$ cat config.mk
export PLATFORM = sky130hd
export DESIGN_NAME = pce_video_capture
export DESIGN_NICKNAME = d
export VERILOG_FILES = /design/src/rtl/pce_video_capture.sv
export SDC_FILE = /design/constraint.sdc
export NUM_CORES = 1
export LEC_CHECK = 0
export CAP_MARGIN = 20
export CORE_ASPECT_RATIO = 1.1
export CORE_UTILIZATION = 60
export CTS_CLUSTER_SIZE = 16
export DETAILED_ROUTE_END_ITERATION = 6
export PLACE_DENSITY = 0.79
export SLEW_MARGIN = 30
export SYNTH_ARGS = -nofsm -noshare
export SYNTH_HDL_FRONTEND = slang
export SYNTH_SLANG_ARGS = --single-unit
$ cat constraint.sdc
create_clock -name clock -period 9.95 [get_ports clock]
set_input_delay 2.4875 -clock clock [delete_from_list [all_inputs] [get_ports clock]]
set_output_delay 2.4875 -clock clock [all_outputs]
set_load 0.05 [all_outputs]
$ cat src/rtl/pce_video_capture.sv
// Active-window capture for the HuC6260 VCE RGB333 output.
// Samples RGB, syncs and the pixel enable, crops a programmable window and streams pixels with
// start-of-frame / end-of-line markers through a small first-word-fall-through FIFO.
// Optional build macro PCE_CAPTURE_CRC_EN adds a per-frame CRC-16-CCITT of pushed pixels.
module pce_video_capture #(
  parameter int unsigned H_START    = 32,
  parameter int unsigned H_ACTIVE   = 256,
  parameter int unsigned V_START    = 20,
  parameter int unsigned V_ACTIVE   = 240,
  parameter int unsigned CNT_W      = 11,
  parameter int unsigned FIFO_DEPTH = 16
) (
  input  logic       clock,
  input  logic       reset_N,
  input  logic       pix_ce,
  input  logic [2:0] VIDEO_R,
  input  logic [2:0] VIDEO_G,
  input  logic [2:0] VIDEO_B,
  input  logic       HSYNC_n,
  input  logic       VSYNC_n,
  input  logic       capture_en,
  output logic       out_valid,
  input  logic       out_ready,
  output logic [8:0] out_data,
  output logic       out_sof,
  output logic       out_eol,
  output logic       overflow,
  output logic       busy
`ifdef PCE_CAPTURE_CRC_EN
  ,
  output logic [15:0] frame_crc,
  output logic        frame_crc_valid
`endif
);

  localparam int unsigned AW = $clog2(FIFO_DEPTH);
  localparam logic [CNT_W-1:0] CntMax = '1;
  localparam logic [CNT_W-1:0] HFirst = CNT_W'(H_START);
  localparam logic [CNT_W-1:0] HLast  = CNT_W'(H_START + H_ACTIVE - 1);
  localparam logic [CNT_W-1:0] VFirst = CNT_W'(V_START);
  localparam logic [CNT_W-1:0] VLast  = CNT_W'(V_START + V_ACTIVE - 1);

  typedef enum logic [1:0] {StIdle, StArmed, StCapture} state_e;

  logic [8:0]       rgb_q;
  logic             ce_q, en_q, hs_q, vs_q, hs_prev_q, vs_prev_q;
  logic [CNT_W-1:0] h_cnt_q, v_cnt_q, h_cur, v_cur, h_next;
  state_e           state_q, start_state;
  logic             hs_fall, vs_fall, arm, in_win, hit, last_pix;
  logic [10:0]      mem_q [FIFO_DEPTH];
  logic [AW-1:0]    wr_ptr_q, rd_ptr_q;
  logic [AW:0]      count_q;
  logic             full, pop, wr_en, drop;
  logic             overflow_q;

  // Input stage: every decision below is taken on these registered copies.
  always_ff @(posedge clock or negedge reset_N) begin
    if (!reset_N) begin
      rgb_q     <= '0;
      ce_q      <= 1'b0;
      en_q      <= 1'b0;
      hs_q      <= 1'b1;
      vs_q      <= 1'b1;
      hs_prev_q <= 1'b1;
      vs_prev_q <= 1'b1;
    end else begin
      rgb_q     <= {VIDEO_R, VIDEO_G, VIDEO_B};
      ce_q      <= pix_ce;
      en_q      <= capture_en;
      hs_q      <= HSYNC_n;
      vs_q      <= VSYNC_n;
      hs_prev_q <= hs_q;
      vs_prev_q <= vs_q;
    end
  end

  // Current pixel position, window hit and FIFO handshake decode.
  always_comb begin
    hs_fall = hs_prev_q & ~hs_q;
    vs_fall = vs_prev_q & ~vs_q;
    arm     = vs_fall & en_q;
    h_cur   = hs_fall ? '0 : h_cnt_q;
    if (vs_fall)                           v_cur = '0;
    else if (hs_fall && v_cnt_q != CntMax) v_cur = v_cnt_q + 1'b1;
    else                                   v_cur = v_cnt_q;
    h_next  = (ce_q && h_cur != CntMax) ? h_cur + 1'b1 : h_cur;
    // A VSYNC fall decides the frame's fate in the same cycle, so pushes stop at once.
    if (vs_fall) start_state = en_q ? StArmed : StIdle;
    else         start_state = state_q;
    in_win   = (h_cur >= HFirst) && (h_cur <= HLast) && (v_cur >= VFirst) && (v_cur <= VLast);
    hit      = ce_q && in_win && (start_state != StIdle);
    last_pix = hit && (h_cur == HLast) && (v_cur == VLast);
    pop      = out_valid & out_ready;
    full     = (count_q == (AW + 1)'(FIFO_DEPTH));
    wr_en    = hit & (~full | pop);
    drop     = hit & full & ~pop;
  end

  // Counters and capture FSM.
  always_ff @(posedge clock or negedge reset_N) begin
    if (!reset_N) begin
      h_cnt_q <= '0;
      v_cnt_q <= '0;
      state_q <= StIdle;
    end else begin
      h_cnt_q <= h_next;
      v_cnt_q <= v_cur;
      if (last_pix) state_q <= StIdle;
      else if (hit) state_q <= StCapture;
      else          state_q <= start_state;
    end
  end

  // Sticky drop flag; only a VSYNC fall that arms a new capture clears it.
  always_ff @(posedge clock or negedge reset_N) begin
    if (!reset_N)  overflow_q <= 1'b0;
    else if (drop) overflow_q <= 1'b1;
    else if (arm)  overflow_q <= 1'b0;
  end

  // Output FIFO; a push into a full FIFO is accepted when the head pops in the same cycle.
  always_ff @(posedge clock or negedge reset_N) begin
    if (!reset_N) begin
      for (int i = 0; i < int'(FIFO_DEPTH); i++) mem_q[i] <= '0;
      wr_ptr_q <= '0;
      rd_ptr_q <= '0;
      count_q  <= '0;
    end else begin
      if (wr_en) begin
        mem_q[wr_ptr_q] <= {(h_cur == HFirst) && (v_cur == VFirst), h_cur == HLast, rgb_q};
        wr_ptr_q        <= wr_ptr_q + 1'b1;
      end
      if (pop) rd_ptr_q <= rd_ptr_q + 1'b1;
      if (wr_en && !pop)      count_q <= count_q + 1'b1;
      else if (!wr_en && pop) count_q <= count_q - 1'b1;
    end
  end

  assign out_valid = (count_q != '0);
  assign out_sof   = mem_q[rd_ptr_q][10];
  assign out_eol   = mem_q[rd_ptr_q][9];
  assign out_data  = mem_q[rd_ptr_q][8:0];
  assign overflow  = overflow_q;
  assign busy      = (state_q == StCapture);

`ifdef PCE_CAPTURE_CRC_EN
  logic [15:0] crc_q, crc_base, crc_new;

  function automatic logic [15:0] crc_step(input logic [15:0] c, input logic [8:0] d);
    logic [15:0] r;
    r = c;
    for (int i = 8; i >= 0; i--) begin
      r = {r[14:0], 1'b0} ^ ((r[15] ^ d[i]) ? 16'h1021 : 16'h0000);
    end
    return r;
  endfunction

  // Running CRC over accepted pixels; restarts whenever a capture is armed.
  always_comb begin
    crc_base = arm ? 16'hFFFF : crc_q;
    crc_new  = wr_en ? crc_step(crc_base, rgb_q) : crc_base;
  end

  // Publish the CRC of a completed frame with a one-cycle strobe.
  always_ff @(posedge clock or negedge reset_N) begin
    if (!reset_N) begin
      crc_q           <= 16'hFFFF;
      frame_crc       <= '0;
      frame_crc_valid <= 1'b0;
    end else begin
      crc_q           <= crc_new;
      frame_crc_valid <= last_pix;
      if (last_pix) frame_crc <= crc_new;
    end
  end
`endif

endmodule
== Word level (Yosys, flattened, before mapping) ==
Index checks and enable logic that the tools add are counted.
Widths: inputs -> output; s select.
Operators by class
  $add $sub $neg: 6
  order comparisons: 7
  equality and inequality tests: 8
  multiplexer cells: 18
  bitwise logic cells: 14
  reductions and logical operators: 19
Operators by type and width (count)
  $bwmux 176: 1
  $mux 11: 7
  $bmux 11 s4: 1
  $demux 11 s4: 1
  $add 11x1->11 const B: 2
  $eq 11x9->1 const B: 2
  $le 11x9->1 const B: 2
  $ne 11x11->1 const B: 2
  $logic_and 1x1->1: 13
  $eq 11x5->1 const B: 1
  $eq 11x6->1 const B: 1
  $ge 11x5->1 const B: 1
  $ge 11x6->1 const B: 1
  $ge 5x5->1 const B: 2
  $mux 5: 2
  $not 4->5: 2
  $add 4x1->4 const B: 2
  $and 1x1->1: 7
  $mux 2: 3
  $reduce_bool 2->1: 3
  $add 5x1->5 const B: 1
  $eq 5x5->1 const B: 1
  $lt 5x1->1 const B: 1
  $reduce_bool 5->1: 1
  other kinds (6): 12
Storage, ports and cells
  register bits: 229
  bits of input ports: 16
  output and inout port bits: 14
  logic and storage cells: 102

== Longest topological paths before layout ==
Gate-level depths: netlist of run 1.
  word-level depth: 15
  depth in mapped cells: 19
  depth with buffers taken out: 17

== Least setup slack after synthesis of run 1 ==
No wires, ideal clock.
  path type: register to output
  start point: reg rd_ptr_q[0]
  end point: out out_sof
  arrival time: 2509 ps
  data required time: 7463 ps
  setup slack: 4953 ps
  stages on the path, launching flop included: 5
  buffers on the path: 2
  path through: dfrtp_1 clkbuf_1 buf_1 mux4_2 mux4_2
On the way
  cells in the longest elaborated chain, start to end: 4
Ends and longest elaborated chain
  start: declaration: line 51  | logic [AW-1:0] wr_ptr_q, rd_ptr_q;
  start signal: assignment: line 133  | if (pop) rd_ptr_q <= rd_ptr_q + 1'b1;
  $not 4->5 (implied by the code): line 140  | assign out_sof = mem_q[rd_ptr_q][10];
  $bmux 11 s4: line 140
  $mux 11 (2 in a row)
  end: declaration: line 25  | output logic out_sof,
No other way between the ends. The select of a mux whose other input is x is not followed.

== Final worst setup path of run 1 ==
  start point: reg rd_ptr_q[0]
  end point: out out_data[6]
On the way
  cells in the longest elaborated chain, start to end: 4
Ends and longest elaborated chain
  $not 4->5 (implied by the code): line 142  | assign out_data = mem_q[rd_ptr_q][8:0];
  $bmux 11 s4: line 142
  $mux 11 (implied by the code): line 142
  $mux 11
  end: declaration: line 24  | output logic [8:0] out_data,
No other way between the ends. The select of a mux whose other input is x is not followed.

==> results of run 1 <==
## logic make-up after synthesis
family          synth area share
mux                        0.318
flops                      0.498
simple gates              0.0696
buf+inv                   0.0393
compound gates            0.0436
xor+xnor                  0.0167
fa+ha+maj                 0.0148
## final cells by class
type | instances | area (µm²)
inverter | 9 | 33.8
multi-input combinational | 470 | 5370
tap | 243 | 304
clock inverter | 3 | 42.5
sequential | 229 | 5740
timing repair buffer | 35 | 384
fill | 1254 | 5970
clock buffer | 40 | 762
## worst paths after layout
kind | start | to | slack [ns] | cells after the start
max | rd_ptr_q[0]$_DFFE_PN0P_ | out_data[6] | 3.75 | 4
min | vs_q$_DFF_PN1_ | vs_prev_q$_DFF_PN1_ | 0.38 | 0
max reg2reg | vs_prev_q$_DFF_PN1_ | count_q[4]$_DFFE_PN0P_ | 5.13 | 15
min reg2reg | vs_q$_DFF_PN1_ | vs_prev_q$_DFF_PN1_ | 0.38 | 0
max in group asynchronous | reset_N | rd_ptr_q[1]$_DFFE_PN0P_ | 6.42 | 3
min in group asynchronous | reset_N | mem_q[84]$_DFFE_PN0P_ | 1.89 | 1
## state kept, by name (all words and copies together) (netlist names)
name	count
overflow	1
rgb_q	9
rd_ptr_q	4
hs_prev_q	1
en_q	1
v_cnt_q	11
mem_q	176
state_q	2
wr_ptr_q	4
hs_q	1
h_cnt_q	11
vs_prev_q	1
ce_q	1
vs_q	1
count_q	5
## per-layer routing
metal  vias to the layer above  global-route usage  routed length (µm)
met3                        49              0.0352                1160
met2                       158               0.427               11900
met1                      3394               0.348                9820
li1                       2813                   -                   -
met5                         -                   0                   0
met4                         0              0.0815                 709
## critical path, stage by stage, from the launching register on
cell             delay [ns]
dfrtp_2                0.78
buf_4                  0.59
mux4_2                 0.59
mux4_2                 0.51
clkdlybuf4s50_1        0.72
## placed cells by master, fill, tap and decap left out, types with 20 or more instances in the layout
cell type and n:
nand2_1 27, mux2_1 61, clkdlybuf4s50_1 28, mux4_2 55, nand3_1 24, nor2_1 24, dfrtp_1 222, clkbuf_16 25
and3_1 20, mux2_4 100
## per-stage QoR
step / hold WS, ns / std cells
6_report: 0.377 / 1029
3_5_place_dp: 0.366 / 985
2_1_floorplan: 0.358 / 763
4_1_cts: 0.375 / 1028
5_1_grt: 0.383 / 1029
3_3_place_gp: 0.363 / 984
## report_power, final
group	internal (mW)	switching (mW)
registers	0.943	0.0176
logic	0.0195	0.0384
clock network	0.545	0.355
==> flow_summary.ini, run 1 <==
[run_status]
status = complete, no violations

[synthesis]
synth-async-reset-ratio = 1.00
yosys-top-cells-count = dfrtp_1, mux2_4, mux2_1, mux4_2
synth_edf_count = 0
synth_seq_cells = 229
synth_ff_type = dfrtp_1
synth.area.top_cells = dfrtp_1, mux2_4, mux4_2, mux2_1, a21oi_4
synth.most_common_cell = dfrtp_1
synth_fp_nets = 792
yosysTopAreaCell = dfrtp_1
synth_warnings = 0
synth_top_area_frac = 0.489
postSynthCellCount = 763
syn_area_um2 = 11500
yosysUniqueCellTypes = 59
synth_area_per_cell_um2 = 15.1
synth-seq-area-share = 0.498

[timing]
grt_setup_unrepaired = no
setup_tns_ns = 0
hold_viol = 0
setup_viol = 0
fin_crit_sh = 0.623
fmax_mhz = 161
clock_skew_ns = 0.00857
period_needed_ns = 6.20
slew_headroom = 0.438
slew_viol_final = 0
worst_pin_slew_ns = 0.841
setup_slack_ns = 3.75

[worst_setup_path]
cp-start-kind = register
cp_max_fo = 28
critPathKind = register to primary output
critPathArrivalTime_ns = 3.71
end_kind = primary output
required_ns = 7.46

[routing]
totalWireLength_mm = 23.6
detail_route.iter0.violations = 385
vias = 6414
drc = 0
dr.pass1.iters = 4
avgRoutedWirePerCell_um = 22.9
vias_per_cell = 6.23
ant_nets = 0

[global_routing]
grtUsageTotal = 0.255
grt-ovfl-total = 0
antenna_found_initial = 0
grt_pass1_wl_mm = 38.8
grt_max_degree = 140
grt_pass1_vias = 7028

[min_path]
hold_class = register to register

[clock_network]
ctsResizeCount = 0
cts_sinks = 229
post_cts_buffers = 0
postCtsHoldBufs = 0
cts_buffer_depth = 3
cts_tree = built
path_clk_slew_ns = 0.06
clock_tree.root_cell = clkbuf_16
cts_max_level = 1
clk_latency_ns = 0.51
cts_inserted_buffers = 25

[floorplanning]
initial_core_util = 0.619
die_h_um = 147
fp-row-count = 52
dieArea_um2 = 19700
die_w_um = 134
ioPinCount = 30
fp.coreArea_um2 = 18600

[layout]
nets = 799
final_cell_area_um2 = 12600
drive_above_1_share = 0.317
fin_util = 0.679
area_growth_pct = 9.75
antenna_cells = 0

[placed_design]
buffer_ports.inserted = 29
hpwl_mm = 14.3
gp_congestion = 0.879
dp_slack_ns = 4.22
postPlaceCellArea_um2 = 11800

[power]
irDropWorstVdd_mv = 0.129
leakage_nw = 5.73
power_mw = 1.92
p_per_area_nw_per_um2 = 152

[flow_run]
cap_violations = 0
No activity file was read; power rests on OpenSTA's default activity.
==> run 2: changes to the inputs <==
Clock period 9.95 ns to 6.37 ns, I/O delays scaled along.
==> run 2 against run 1 <==
Net effect:
- die area unchanged
- sequential cell count unchanged
- cell count increased by 0.29%
- highest routed layer unchanged
==> flow_summary.ini, run 2 (synthesis results as in run 1) <==
[worst_setup_path]
path_cells = buf_12 > mux4_2 > mux4_2 > clkdlybuf4s50_1
required_ns = 4.78
cp_common_cell = mux4_2
cp.buffers_inverters = 2
critical-path-slowest-cell = dfrtp_2
slowest_delay_ns = 0.92
critPathKind = register to primary output
end_kind = primary output
critPathArrivalTime_ns = 3.48
cpLargestDelayFamily = buffers and inverters
cp-start-kind = register
cp_max_fo = 25

[floorplanning]
die_w_um = 134
fp.coreArea_um2 = 18600
fp-row-count = 52
ioPinCount = 30
initial_core_util = 0.619
die_h_um = 147
dieArea_um2 = 19700

[clock_network]
path_clk_slew_ns = 0.06
postCtsHoldBufs = 0
cts_sinks = 229
post_cts_buffers = 0
cts_buffer_depth = 3
clk_latency_ns = 0.52
clock_tree.root_cell = clkbuf_16
cts_inserted_buffers = 25
cts_tree = built
cts_max_level = 1
ctsResizeCount = 0

[routing]
vias = 6552
totalWireLength_mm = 24.3
dr.pass1.iters = 5
detail_route.iter0.violations = 471
vias_per_cell = 6.35
drc = 0
avgRoutedWirePerCell_um = 23.6
ant_nets = 0

[power]
p_switching_mw = 0.674
netSwitchingFraction = 0.208
power_frac_comb = 0.027
p_int_mw = 2.56
seqPwrFrac = 0.464
leakage_nw = 5.79
irDropWorstVdd_mv = 0.203
power_mw = 3.23
clkPwrFrac = 0.509
p_per_area_nw_per_um2 = 254

[global_routing]
grt_max_degree = 122
grt-ovfl-total = 0
grt_pass1_vias = 7145
antenna_found_initial = 0
grt_pass1_wl_mm = 40.1
grtUsageTotal = 0.265

[layout]
top_regs = mem_q (176), h_cnt_q (11), v_cnt_q (11)
area_growth_pct = 10.8
multi_input_area_um2 = 5360
layout_commonest_cell = dfrtp_1
final_cell_mix = dfrtp_1, mux2_4, mux2_1, mux4_2, clkdlybuf4s50_1
nets = 799
largest_register_ffs = 176
drive_above_1_share = 0.323
final-seq-area_um2 = 5740
antenna_cells = 0
fill_cells = 1238
largest_register = mem_q

[timing]
slew_viol_final = 0
fmax_mhz = 197
grt_setup_unrepaired = no
clock_skew_ns = 0.0124
worst_pin_slew_ns = 0.876
setup_viol = 0
fin_crit_sh = 0.797
hold_viol = 0
slew_headroom = 0.416
period_needed_ns = 5.08
setup_tns_ns = 0

[placed_design]
buffer_ports.inserted = 29
gp_congestion = 0.873
hpwl_mm = 14.4

[flow_run]
cap_violations = 0

[run_status]
status = complete, no violations

[min_path]
hold_class = register to register
-- run 2: cell types whose count changed in the layout (fill, tap and decap cells not counted) --
cell / delta
buf_12: +2
buf_16: -2
buf_4: +1
buf_6: -1
bufinv_16: +5
clkbuf_1: -3
clkinv_2: -1
clkinv_4: +1
inv_6: +1
nor4_2: +1
nor4_4: -1
-- run 2: through the flow --
step / worst slack, ns / std cells / area [µm²] / utilization / hold WS [ns]
2_1_floorplan: 2.25 / 763 / 11500 / - / 0.358
3_3_place_gp: 1.80 / 986 / 11800 / 0.633 / 0.364
3_5_place_dp: 1.76 / 986 / 11800 / 0.634 / 0.365
4_1_cts: 1.21 / 1032 / 12800 / 0.686 / 0.376
5_1_grt: 1.13 / 1032 / 12800 / 0.686 / 0.382
6_report: 1.29 / 1032 / 12800 / 0.686 / 0.373
-- run 2: layer usage --
metal / share of wire / GRT usage
met5: 0 / 0
met4: 0.030 / 0.0910
met3: 0.043 / 0.0324
met2: 0.50 / 0.440
met1: 0.42 / 0.364
-- run 2: cell type report --
cell class	count	area share
flip-flops and latches	229	0.450
multi-input cells	470	0.420
clock buffers	37	0.0588
repair buffers	35	0.0286
well taps	243	0.0238
clock inverters	9	0.0161
inverters	9	0.00265
-- run 2: power by group through the flow --
stage / Combinational, mW / Sequential, mW / Clock [mW]
3_5_place_dp: 0.0904 / 1.53 / 0
3_3_place_gp: 0.0858 / 1.52 / 0
5_1_grt: 0.103 / 1.50 / 1.73
4_1_cts: 0.0909 / 1.50 / 1.67
6_report: 0.0887 / 1.50 / 1.65
2_1_floorplan: 0.0467 / 1.51 / 0
-- run 2: path summary, 6_finish.rpt --
| path | cells past startpoint | slack, ns | to | startpoint |
|---|---|---|---|---|
| max reg2reg | 14 | 1.74 | count_q[4]$_DFFE_PN0P_ | vs_prev_q$_DFF_PN1_ |
| min | 0 | 0.37 | vs_prev_q$_DFF_PN1_ | vs_q$_DFF_PN1_ |
| min in group asynchronous | 1 | 1.11 | mem_q[128]$_DFFE_PN0P_ | reset_N |
| min reg2reg | 0 | 0.37 | vs_prev_q$_DFF_PN1_ | vs_q$_DFF_PN1_ |
| max in group asynchronous | 2 | 4.07 | rd_ptr_q[1]$_DFFE_PN0P_ | reset_N |
| max | 4 | 1.29 | out_data[3] | rd_ptr_q[0]$_DFFE_PN0P_ |
